<file path="config.mk">
export PLATFORM = sky130hd
export DESIGN_NAME = rsa_modexp
export DESIGN_NICKNAME = d
export VERILOG_FILES = /design/src/rtl/rsa_modexp.sv
export SDC_FILE = /design/constraint.sdc
export NUM_CORES = 1
export LEC_CHECK = 0
export CORE_MARGIN = 2
export CORE_UTILIZATION = 54
export CTS_BUF_LIST = sky130_fd_sc_hd__clkbuf_16
export CTS_CLUSTER_DIAMETER = 30
export CTS_CLUSTER_SIZE = 8
export DETAILED_ROUTE_END_ITERATION = 10
export PLACE_DENSITY = 0.76
export SLEW_MARGIN = 20
export SYNTH_ARGS = -nofsm -noshare
export SYNTH_HDL_FRONTEND = slang
export SYNTH_SLANG_ARGS = --single-unit
</file>
<file path="constraint.sdc">
create_clock -name clk -period 9.15 [get_ports clk]
set_input_delay 1.3725 -clock clk [delete_from_list [all_inputs] [get_ports clk]]
set_output_delay 1.3725 -clock clk [all_outputs]
set_load 0.1 [all_outputs]
</file>
<file path="src/rtl/rsa_modexp.sv">
// Iterative modular exponentiation: result = msg^exp mod modulus.
// Right-to-left square-and-multiply over a bit-serial interleaved modular multiplier.
module rsa_modexp #(
  parameter int WIDTH = 32
) (
  input  logic             clk,
  input  logic             reset,
  input  logic             start,
  input  logic [WIDTH-1:0] msg,
  input  logic [WIDTH-1:0] exp,
  input  logic [WIDTH-1:0] modulus,
  output logic [WIDTH-1:0] result,
  output logic             busy,
  output logic             done
);

  localparam int IW = (WIDTH > 1) ? $clog2(WIDTH) : 1;

  typedef enum logic [2:0] {IDLE, REDUCE, MUL, SQR, FINISH} state_t;

  state_t           state_q, state_d;
  logic [WIDTH-1:0] msg_q, msg_d, exp_q, exp_d, n_q, n_d;
  logic [WIDTH-1:0] acc_q, acc_d, base_q, base_d, p_q, p_d;
  logic [WIDTH-1:0] result_q, result_d;
  logic [IW-1:0]    j_q, j_d, i_q, i_d, i_nx;
  logic             busy_q, busy_d, done_q, done_d;

  // One step of mm(A,B): shift-add then up to two conditional subtracts of n.
  logic [WIDTH-1:0] op_a, op_b, p_nx;
  logic [WIDTH+1:0] t0, t1, t2, n_ext;

  always_comb begin
    op_a = base_q;
    op_b = base_q;
    case (state_q)
      REDUCE: begin op_a = msg_q;  op_b = WIDTH'(1); end
      MUL:    begin op_a = base_q; op_b = acc_q;     end
      default: ;
    endcase
    n_ext = {2'b00, n_q};
    t0    = {1'b0, p_q, 1'b0} + (op_a[j_q] ? {2'b00, op_b} : '0);
    t1    = (t0 >= n_ext) ? t0 - n_ext : t0;
    t2    = (t1 >= n_ext) ? t1 - n_ext : t1;
    p_nx  = t2[WIDTH-1:0];
    i_nx  = i_q + 1'b1;
  end

  always_comb begin
    state_d  = state_q;
    msg_d    = msg_q;
    exp_d    = exp_q;
    n_d      = n_q;
    acc_d    = acc_q;
    base_d   = base_q;
    p_d      = p_q;
    j_d      = j_q;
    i_d      = i_q;
    result_d = result_q;
    case (state_q)
      IDLE: begin
        if (start) begin
          msg_d  = msg;
          exp_d  = exp;
          n_d    = modulus;
          i_d    = '0;
          p_d    = '0;
          j_d    = IW'(WIDTH-1);
          base_d = '0;
          // acc doubles as the pending result; degenerate moduli yield 0
          if (modulus < WIDTH'(2)) begin
            acc_d   = '0;
            state_d = FINISH;
          end else begin
            acc_d   = WIDTH'(1);
            state_d = REDUCE;
          end
        end
      end
      REDUCE, MUL, SQR: begin
        p_d = p_nx;
        j_d = j_q - 1'b1;
        if (j_q == '0) begin
          p_d = '0;
          j_d = IW'(WIDTH-1);
          case (state_q)
            REDUCE: begin
              base_d  = p_nx;
              state_d = exp_q[0] ? MUL : SQR;
            end
            MUL: begin
              acc_d   = p_nx;
              state_d = SQR;
            end
            default: begin
              base_d = p_nx;
              if (i_q == IW'(WIDTH-1)) begin
                state_d = FINISH;
              end else begin
                i_d     = i_nx;
                state_d = exp_q[i_nx] ? MUL : SQR;
              end
            end
          endcase
        end
      end
      FINISH:  state_d = IDLE;
      default: state_d = IDLE;
    endcase
    busy_d = (state_d != IDLE);
    done_d = (state_d == FINISH);
    if (state_d == FINISH) result_d = acc_d;
  end

  always_ff @(posedge clk) begin
    if (reset) begin
      state_q  <= IDLE;
      msg_q    <= '0;
      exp_q    <= '0;
      n_q      <= '0;
      acc_q    <= '0;
      base_q   <= '0;
      p_q      <= '0;
      j_q      <= '0;
      i_q      <= '0;
      result_q <= '0;
      busy_q   <= 1'b0;
      done_q   <= 1'b0;
    end else begin
      state_q  <= state_d;
      msg_q    <= msg_d;
      exp_q    <= exp_d;
      n_q      <= n_d;
      acc_q    <= acc_d;
      base_q   <= base_d;
      p_q      <= p_d;
      j_q      <= j_d;
      i_q      <= i_d;
      result_q <= result_d;
      busy_q   <= busy_d;
      done_q   <= done_d;
    end
  end

  assign result = result_q;
  assign busy   = busy_q;
  assign done   = done_q;

endmodule

</file>
; Yosys cells after proc, flatten, opt, wreduce, memory -nomap -nowiden
; Index checks and enable logic that the tools add are counted.
[totals]
register_bits = 239
latchBits = 0
mem_bits_rw = 0
romBits = 0
in_bits = 99
output_inout_bits = 34
mem_count = 0
[classes]
n_addsub = 5
mul = 0
div_mod_pow = 0
order_cmp = 5
n_eq_ne = 10
n_shift = 0
muxes = 36
n_bitwise = 0
n_reduce_logical = 10
[ops]
columns = operator, count
row1 = 2-to-1 mux 32 bit, 10
row2 = case mux 32 bit (2 select lines), 4
row3 = >= comparator 34 x 32 -> 1 bit, 2
row4 = adder 33 x 32 -> 34 bit, 1
row5 = 2-to-1 mux 34 bit, 1
row6 = subtractor 34 x 32 -> 34 bit, 1
row7 = less-than comparator 32 x 2 -> 1 bit (second input constant), 1
row8 = subtractor 32 bit, 1
row9 = 2-to-1 mux 5 bit, 6
row10 = case mux 5 bit (2 select lines), 2
row11 = less-than comparator 5 x 6 -> 1 bit (second input constant), 2
row12 = 2-to-1 mux 3 bit, 4
row13 = case mux 3 bit (2 select lines), 2
row14 = binary-select mux 1 bit (select 5 bit), 2
row15 = != test 2 bit (second input constant), 5
row16 = equality test 3 x 2 -> 1 bit (second input constant), 2
row17 = adder 5 x 1 -> 5 bit (second input constant), 1
row18 = equality test 5 bit (second input constant), 1
row19 = logical NOT 5 bit, 1
row20 = 2-to-1 mux 1 bit, 5
row21 = AND reduction 5 bit, 1
row22 = subtractor 5 x 1 -> 5 bit (second input constant), 1
row23 = AND reduction 2 bit, 2
row24 = AND reduction 4 bit, 1
row25 = other kinds (7), 7

; Depth between registers and ports, before layout
; Gate-level depths: netlist (run 1).
[depth]
ltp_word = 13
depth_mapped = 46

; Least setup slack after synthesis (run 1)
; Ideal clock, no wire load.
[synth_timing]
path_type = register to register
from = reg j_q[0]
to = reg acc_q[2]
setup_time_ps = 117
arrival_time_ps = 9507
required_ps = 9033
slack_ps = -473
path_stages_with_launch = 42
path_buffers = 8
synth_period_minus_slack_ps = 9623
cell_sequence = dfxtp_1 buf_2 buf_1 mux4_2 a22oi_1 a21oi_1 a211oi_1 clkbuf_1 a21oi_1 ha_1 fa_1 a211oi_1 o21ai_1 o21ai_0 a21boi_0 a211o_1 a21oi_1 xnor2_1 (+6 left out) a31oi_1 and3_1 clkbuf_1 clkbuf_1 mux2_2 ha_1 and3_1 and2_1 and4_1 a21oi_1 a31oi_1 a221oi_1 nor2_1 or4_1 buf_2 buf_6 mux2_4 a22o_1
[synth_via]
elab_chain_len = 11
word_cells_on_any_way = 14
[synth_lines]
columns = element, line_no
row1 = start: declaration, 25  ; logic [IW-1:0] j_q, j_d, i_q, i_d, i_nx;
row2 = start signal: assignment, 136  ; j_q <= j_d;
row3 = binary-select mux 1 bit (select 5 bit), 41  ; t0 = {1'b0, p_q, 1'b0} + (op_a[j_q] ? {2'b00, op_b} : '0);
row4 = 2-to-1 mux 1 bit (not written as such), 41
row5 = 2-to-1 mux 32 bit, 41
row6 = adder 33 x 32 -> 34 bit, 41
row7 = subtractor 34 x 32 -> 34 bit or >= comparator 34 x 32 -> 1 bit (tied branches), 42  ; t1 = (t0 >= n_ext) ? t0 - n_ext : t0;
row8 = 2-to-1 mux 34 bit, 42
row9 = subtractor 32 bit or >= comparator 34 x 32 -> 1 bit (tied branches), 43  ; t2 = (t1 >= n_ext) ? t1 - n_ext : t1;
row10 = 2-to-1 mux 32 bit, 43
row11 = 2-to-1 mux 32 bit, 85  ; case (state_q)
row12 = 2-to-1 mux 32 bit *, 82  ; if (j_q == '0) begin
row13 = case mux 32 bit (2 select lines) *, 59  ; case (state_q)
row14 = end signal: assignment, 120  ; acc_q <= '0;
row15 = end signal: assignment, 133  ; acc_q <= acc_d;
row16 = end: declaration, 23  ; logic [WIDTH-1:0] acc_q, acc_d, base_q, base_d, p_q, p_d;
; Every way passes the cells marked *; elsewhere a longest branch is shown, timed or not. The select of a mux whose other input is x is not followed.
; A chain may end at the register's enable or synchronous reset.

; Worst setup path in the final report (run 1)
[layout_timing]
from = reg state_q[2]
to = reg acc_q[3]
[layout_via]
elab_chain_len = 13
word_cells_on_any_way = 20
[layout_lines]
columns = element, line_no
row1 = start: declaration, 21  ; state_t state_q, state_d;
row2 = start signal: assignment, 129  ; state_q <= state_d;
row3 = equality test 3 x 1 -> 1 bit, "35, 59"
row4 = 2-to-1 mux 32 bit, 35  ; case (state_q)
row5 = binary-select mux 1 bit (select 5 bit), 41
row6 = 2-to-1 mux 1 bit (not written as such), 41
row7 = 2-to-1 mux 32 bit, 41
row8 = adder 33 x 32 -> 34 bit, 41
row9 = subtractor 34 x 32 -> 34 bit or >= comparator 34 x 32 -> 1 bit (tied branches), 42
row10 = 2-to-1 mux 34 bit, 42
row11 = subtractor 32 bit or >= comparator 34 x 32 -> 1 bit (tied branches), 43
row12 = 2-to-1 mux 32 bit, 43
row13 = 2-to-1 mux 32 bit, 85
row14 = 2-to-1 mux 32 bit, 82
row15 = case mux 32 bit (2 select lines) *, 59
; Marked as above.

==> qor.yml, run 1 <==
run_status:
  result_of_the_run: "finished, final reports clean"
setup_path:
  start_to_end_type_of_the_worst_setup_path: "reg -> reg"
  endpoint_kind: "flip-flop"
  timing.rr.start: "state_q[2]"
  critPathBufInv: 10
  worstSetupStartpoint: "state_q[2]"
  crit_path_max_fanout: 7
  reg2reg_setup_slack_ns: 0.15
  rr_endpoint: "acc_q[3]"
  endpoint: "acc_q[3]"
  timing.critical_path.required_ns: 9.57
  critical-path-max-stage-delay_ns: 0.59
  path_depth: 43
  worst_path_dominant_cell_family: "compound AO/OA/AOI/OAI gates"
  critPathSlowestCell: "sky130_fd_sc_hd__or4_4"
  ff2ff_path_depth: 43
  crit_arrival_ns: 9.42
  worstSetupStartpointType: "flip-flop"
yosys:
  syn_avg_cell_area_um2: 8.04
  synthArstFlopShare_pct: 0
  synth_enable_flop_cells: 0
  synth_cell_type_count: 78
  synth.top_cells.by_area: "sky130_fd_sc_hd__dfxtp_1 31%, sky130_fd_sc_hd__nand2_1 8.3%, sky130_fd_sc_hd__ha_1 7.9%"
  synthesis.instances: 1931
  synth.top_cells.by_count: "345 x sky130_fd_sc_hd__nand2_1, 239 x sky130_fd_sc_hd__dfxtp_1, 237 x sky130_fd_sc_hd__a21oi_1, 107 x sky130_fd_sc_hd__nor2_1, 98 x sky130_fd_sc_hd__ha_1"
  ys_seq_elements: 239
  post_synthesis_cell_type_with_the_largest_combined_area: "sky130_fd_sc_hd__dfxtp_1"
  synth.cell_area_mm2: 0.0155
  ys_seq_area_share_pct: 30.8
  synth_ff_type: "sky130_fd_sc_hd__dfxtp_1"
  syn_nets: 2131
  yosysTopAreaCellShare_pct: 30.8
  yosysMostFrequentCell: "sky130_fd_sc_hd__nand2_1"
  synth_warnings: 0
timing:
  rsz0062_at_grt: "true"
  maxSlewHeadroom_pct: 20.1
  maxClockFrequency_ghz: 0.111
  timing.final.crit_period_ns: 9.00
  setup-violations-final: 0
  max_slew.worst_pin.slew_ns: 1.19
  timing.final.max_slew_violations: 0
  post-route-period-util_pct: 98.3
  final-hold-violation-count: 0
  clock_skew_ns: 0.0162
  fin_hold_ws_ns: 0.450
floorplanning:
  floorplan.initialDensity_pct: 54.4
  coreArea_mm2: 0.0285
  chipWidth_um: 174
  floorplan.die.height_um: 174
  die_area_mm2: 0.0301
  std_cell_rows: 62
  ios: 133
global_route:
  grt_max_degree: 80
  globalRoute.totalOverflow: 0
  track_usage_pct: 35.9
  first_global_vias: 16500
  grt_antenna_before_repair: 0
  global_route_wire_length_before_repair_mm: 86.9
placed_design:
  dp_hpwl_mm: 42.2
  place.detailed.instances: 2677
  port-buffer-count: 132
  routabilityCongestion: 1.00
route:
  route.vias.total: 16800
  firstDrtPassIters: 6
  detail_route.iter0.violations: 1599
  sum_of_routed_wire_length_over_all_layers_mm: 57.5
  ant_nets: 0
  route.detailed.wl_per_inst_um: 20.6
  drc_errors: 0
  avgViaCountPerCell: 6.00
hold_path:
  min-delay-path-class: "reg -> reg"
clock_tree:
  tritoncts: "done"
  htreeDepth: 2
  ctsLongestPathBuffers: 3
  cts_inserted_buffers: 46
  clk_latency_ns: 0.54
  cts_sinks: 239
  clk_transition_reported_paths_ns: 0.05
  cts-root-buf: "sky130_fd_sc_hd__clkbuf_16"
job:
  cap_violations: 0
finish:
  filler_cell_count: 2055
  n_antenna_cell: 0
  post_route_cells_drive_above_1_share_pct: 28.6
  final_cell_count_no_fill: 2796
  final_nets: 2585
  area.growth.synth_to_final_pct: 44.0
==> registers in the layout, summed over array words and instances (netlist names), 3 cells and up <==
signal,count
acc_q,32
i_q,5
base_q,32
result,32
j_q,5
n_q,32
exp_q,32
state_q,3
msg_q,32
p_q,32
==> layout make-up <==
cell class | count | area (µm²) | area share (%)
multi-input combinational | 1523 | 11000 | 49.2
sequential | 239 | 4790 | 21.4
timing repair buffer | 518 | 4460 | 19.9
clock buffer | 46 | 1150 | 5.15
tap | 384 | 480 | 2.15
clock inverter | 29 | 272 | 1.21
inverter | 57 | 214 | 0.957
==> logic make-up (layout without fill, tap and decap cells) <==
family	after synthesis	count (layout)	synth area share (%)
DFF	239	239	30.8
buffers and inverters	169	650	4.37
xor gates and xnor gates	86	86	4.85
adders and majority gates	101	101	8.28
muxes	94	94	8.84
AOI/OAI and AO/OA	572	572	23.7
and+or+nand+nor	670	670	19.1
==> per-layer routing <==
layer  routed length [µm]  GRT usage, %  share of wire (%)  vias up
met1                22800          43.3                 40     8008
met5                    0             0                  0        -
met4                 2950          17.5                5.1        0
met3                 4070          5.68                7.1      167
met2                27700          62.6                 48      755
li1                     -             -                  -     7859
==> timing repair <==
action                     CTS  global route
buffers inserted             9            30
resized for setup           29           149
setup endpoints to repair   96            96
pin swaps                   17            83
hold buffers                 0             0
gates cloned                 0             6
==> layout by cell type, fill, tap and decap left out, types with 38 or more instances in the layout <==
master,instances
sky130_fd_sc_hd__buf_4,361
sky130_fd_sc_hd__a22o_1,62
sky130_fd_sc_hd__inv_1,61
sky130_fd_sc_hd__clkbuf_16,51
sky130_fd_sc_hd__dfxtp_1,236
sky130_fd_sc_hd__clkdlybuf4s50_1,131
sky130_fd_sc_hd__ha_1,76
sky130_fd_sc_hd__nand3_1,64
sky130_fd_sc_hd__a21oi_1,212
sky130_fd_sc_hd__o21ai_0,38
sky130_fd_sc_hd__nor2_1,100
sky130_fd_sc_hd__xnor2_1,46
sky130_fd_sc_hd__o21ai_1,45
sky130_fd_sc_hd__nand2_1,343
==> stage by stage <==
stage / setup slack (ns) / setup TNS (ns) / util, % / area [µm²]
floorplan: 0.00461 / 0 / - / 15600
global placement: -0.341 / -27.06 / 68.7 / 19600
detailed placement: -0.544 / -45.37 / 68.7 / 19600
CTS: 0.0125 / 0 / 74.4 / 21200
global route: -0.185 / -12.98 / 78.3 / 22400
finish: 0.152 / 0 / 78.3 / 22400
==> how the worst min path moves through the flow <==
stage / slack [ns] / startpoint / cells after the start / endpoint
after global routing: 0.46 / result[23] / 2 / result[23]
after CTS: 0.45 / result[18] / 2 / result[18]
after detailed placement: 0.44 / exp_q[24] / 2 / exp_q[24]
after floorplan: 0.43 / p_q[0] / 2 / p_q[0]
after global placement: 0.44 / result[26] / 2 / result[26]
final: 0.45 / result[18] / 2 / result[18]
==> worst reg2reg max path, delay by kind of cell, from the launching register on <==
family	cells	cell delay (ns)
AO/OA/AOI/OAI	15	2.88
XOR/XNOR	1	0.13
adder cells (fa/ha/maj)	3	0.89
buffers and inverters	10	1.46
flip-flops	1	0.36
multiplexers	3	0.93
AND/OR/NAND/NOR	11	2.21
Power of run 1 is left out: the tool's default activity adds up to more than one toggle a clock period on the data nets, which glitch-free logic cannot reach.
==> run 2: changes to the inputs <==
CORE_MARGIN = 3   (was 2)
PLACE_DENSITY = 0.84   (was 0.76)
SKIP_LAST_GASP = 1   (was not set)
==> run 2 against run 1 <==
  * The run now ends with setup timing left
  * Sequential share of layout area shrank 0.11 points
  * Sequential cell count is the same
  * Clock-buffer cell count grew 3
  * Critical path depth shrank 2
  * Final cell count shrank 0.89%
  * Worst setup slack lost 0.33 ns
  * Core utilization grew 1.8 points
  * Hold slack lost 0.00064 ns
  * Wire length grew 4.5%
  * Critical endpoint is now base_q[16]
  * Largest cell class unchanged
  * Highest routed layer unchanged
==> qor.yml, run 2 (same netlist as run 1, synthesis figures left out) <==
run_status:
  result_of_the_run: "finished with violations"
  violations_in_the_final_reports: "setup timing"
timing:
  final-hold-violation-count: 0
  max_slew.worst_pin.slew_ns: 1.15
  maxClockFrequency_ghz: 0.107
  timing.final.crit_period_ns: 9.33
  setup_ws_ns: -0.178
  fin_setup_tns_ns: -9.81
  clock_skew_ns: 0.0294
  rsz0062_at_grt: "true"
  post-route-period-util_pct: 102
  timing.final.max_slew_violations: 0
  maxSlewHeadroom_pct: 22.9
  setup-violations-final: 95
clock_tree:
  cts-root-buf: "sky130_fd_sc_hd__clkbuf_16"
  cts_inserted_buffers: 49
  tritoncts: "done"
  clk_transition_reported_paths_ns: 0.05
  htreeDepth: 2
  cts_hold_repair.buffers: 0
  cts_sinks: 239
  clk_latency_ns: 0.57
  ctsLongestPathBuffers: 3
floorplanning:
  floorplan.die.height_um: 176
  die_area_mm2: 0.0308
  coreArea_mm2: 0.0281
  floorplan.initialDensity_pct: 55.3
  chipWidth_um: 176
  std_cell_rows: 61
  ios: 133
route:
  avgViaCountPerCell: 6.22
  route.met3.wl_mm: 5.33
  route.detailed.wl_per_inst_um: 21.7
  detail_route.iter0.violations: 1950
  ant_nets: 0
  top_layer_used: "met4"
  drc_errors: 0
  detail_route.wirelength.met1_mm: 22.5
  firstDrtPassIters: 6
  met2_length_mm: 28.5
  route.vias.total: 17200
  sum_of_routed_wire_length_over_all_layers_mm: 60.1
finish:
  area.growth.synth_to_final_pct: 44.8
  post_route_cells_drive_above_1_share_pct: 28.0
  n_antenna_cell: 0
  final_nets: 2559
  post-route-util_pct: 80.1
  layout.cells.most_common_list: "342 x sky130_fd_sc_hd__nand2_1, 328 x sky130_fd_sc_hd__buf_4, 234 x sky130_fd_sc_hd__dfxtp_1"
  most_common_cell_after_layout_fill_and_taps_aside: "sky130_fd_sc_hd__nand2_1"
hold_path:
  min-delay-path-class: "reg -> reg"
placed_design:
  detailedPlace.worstSlack_ns: -0.784
  dp_hpwl_mm: 41.6
  routabilityCongestion: 1.00
  port-buffer-count: 132
setup_path:
  timing.critical_path.required_ns: 9.58
  worstSetupStartpointType: "flip-flop"
  critical-path-max-stage-delay_ns: 0.63
  start_to_end_type_of_the_worst_setup_path: "reg -> reg"
  endpoint_kind: "flip-flop"
  worst_path_most_repeated_cell: "sky130_fd_sc_hd__buf_6"
  reg2reg_setup_slack_ns: -0.18
  crit_path_max_fanout: 8
  critPathSlowestCell: "sky130_fd_sc_hd__or4_4"
  crit_arrival_ns: 9.76
job:
  cap_violations: 0
global_route:
  globalRoute.totalOverflow: 0
  grt_antenna_before_repair: 0
  grt_max_degree: 100
  track_usage_pct: 35.4
  global_route_wire_length_before_repair_mm: 87.7
  first_global_vias: 16800
==> run 2: layout make-up <==
| cell class | count | area [µm²] |
|---|---|---|
| well taps | 378 | 473 |
| flip-flops and latches | 239 | 4790 |
| clock inverters | 36 | 404 |
| inverters | 57 | 214 |
| repair buffers | 489 | 4310 |
| multi-input cells | 1523 | 11100 |
| fillers | 1832 | 5600 |
| clock buffers | 49 | 1230 |
==> run 2: timing repair <==
action / 4_1_cts / 5_1_grt
hold endpoints to repair: 0 / 0
setup endpoints to repair: 96 / 96
buffers inserted: 7 / 17
cloned: 4 / 2
pin swaps: 24 / 78
gates resized for setup: 55 / 129
==> run 2: critical path: cells and delay by family, from the launching register on <==
family,cells,cell delay (ns)
compound gates,16,3.13
xor+xnor,1,0.15
fa+ha+maj,3,0.90
buf+inv,9,1.39
flops,1,0.36
mux,3,0.93
simple gates,9,2.28
==> run 2: per-stage QoR <==
| stage | instances | instance area, µm² | hold WS, ns |
|---|---|---|---|
| CTS | 2753 | 21500 | 0.449 |
| floorplan | 1931 | 15600 | 0.430 |
| detailed placement | 2657 | 19500 | 0.445 |
| finish | 2771 | 22500 | 0.449 |
| global placement | 2657 | 19500 | 0.438 |
| global route | 2771 | 22500 | 0.468 |
==> run 2: final timing paths <==
| path | from | to | cells past startpoint |
|---|---|---|---|
| worst max register to register | state_q[2] | base_q[16] | 41 |
| worst max-delay path | state_q[2] | base_q[16] | 41 |
| worst min register to register | result[27] | result[27] | 2 |
| worst min-delay path | result[27] | result[27] | 2 |
==> run 2: layer usage <==
layer	vias to the layer above	global-route usage [%]
li1	7842	-
met1	8158	42.2
met2	976	59.8
met3	273	7.22
met4	0	19.1
met5	-	0
Power of run 2 is left out for the same reason.
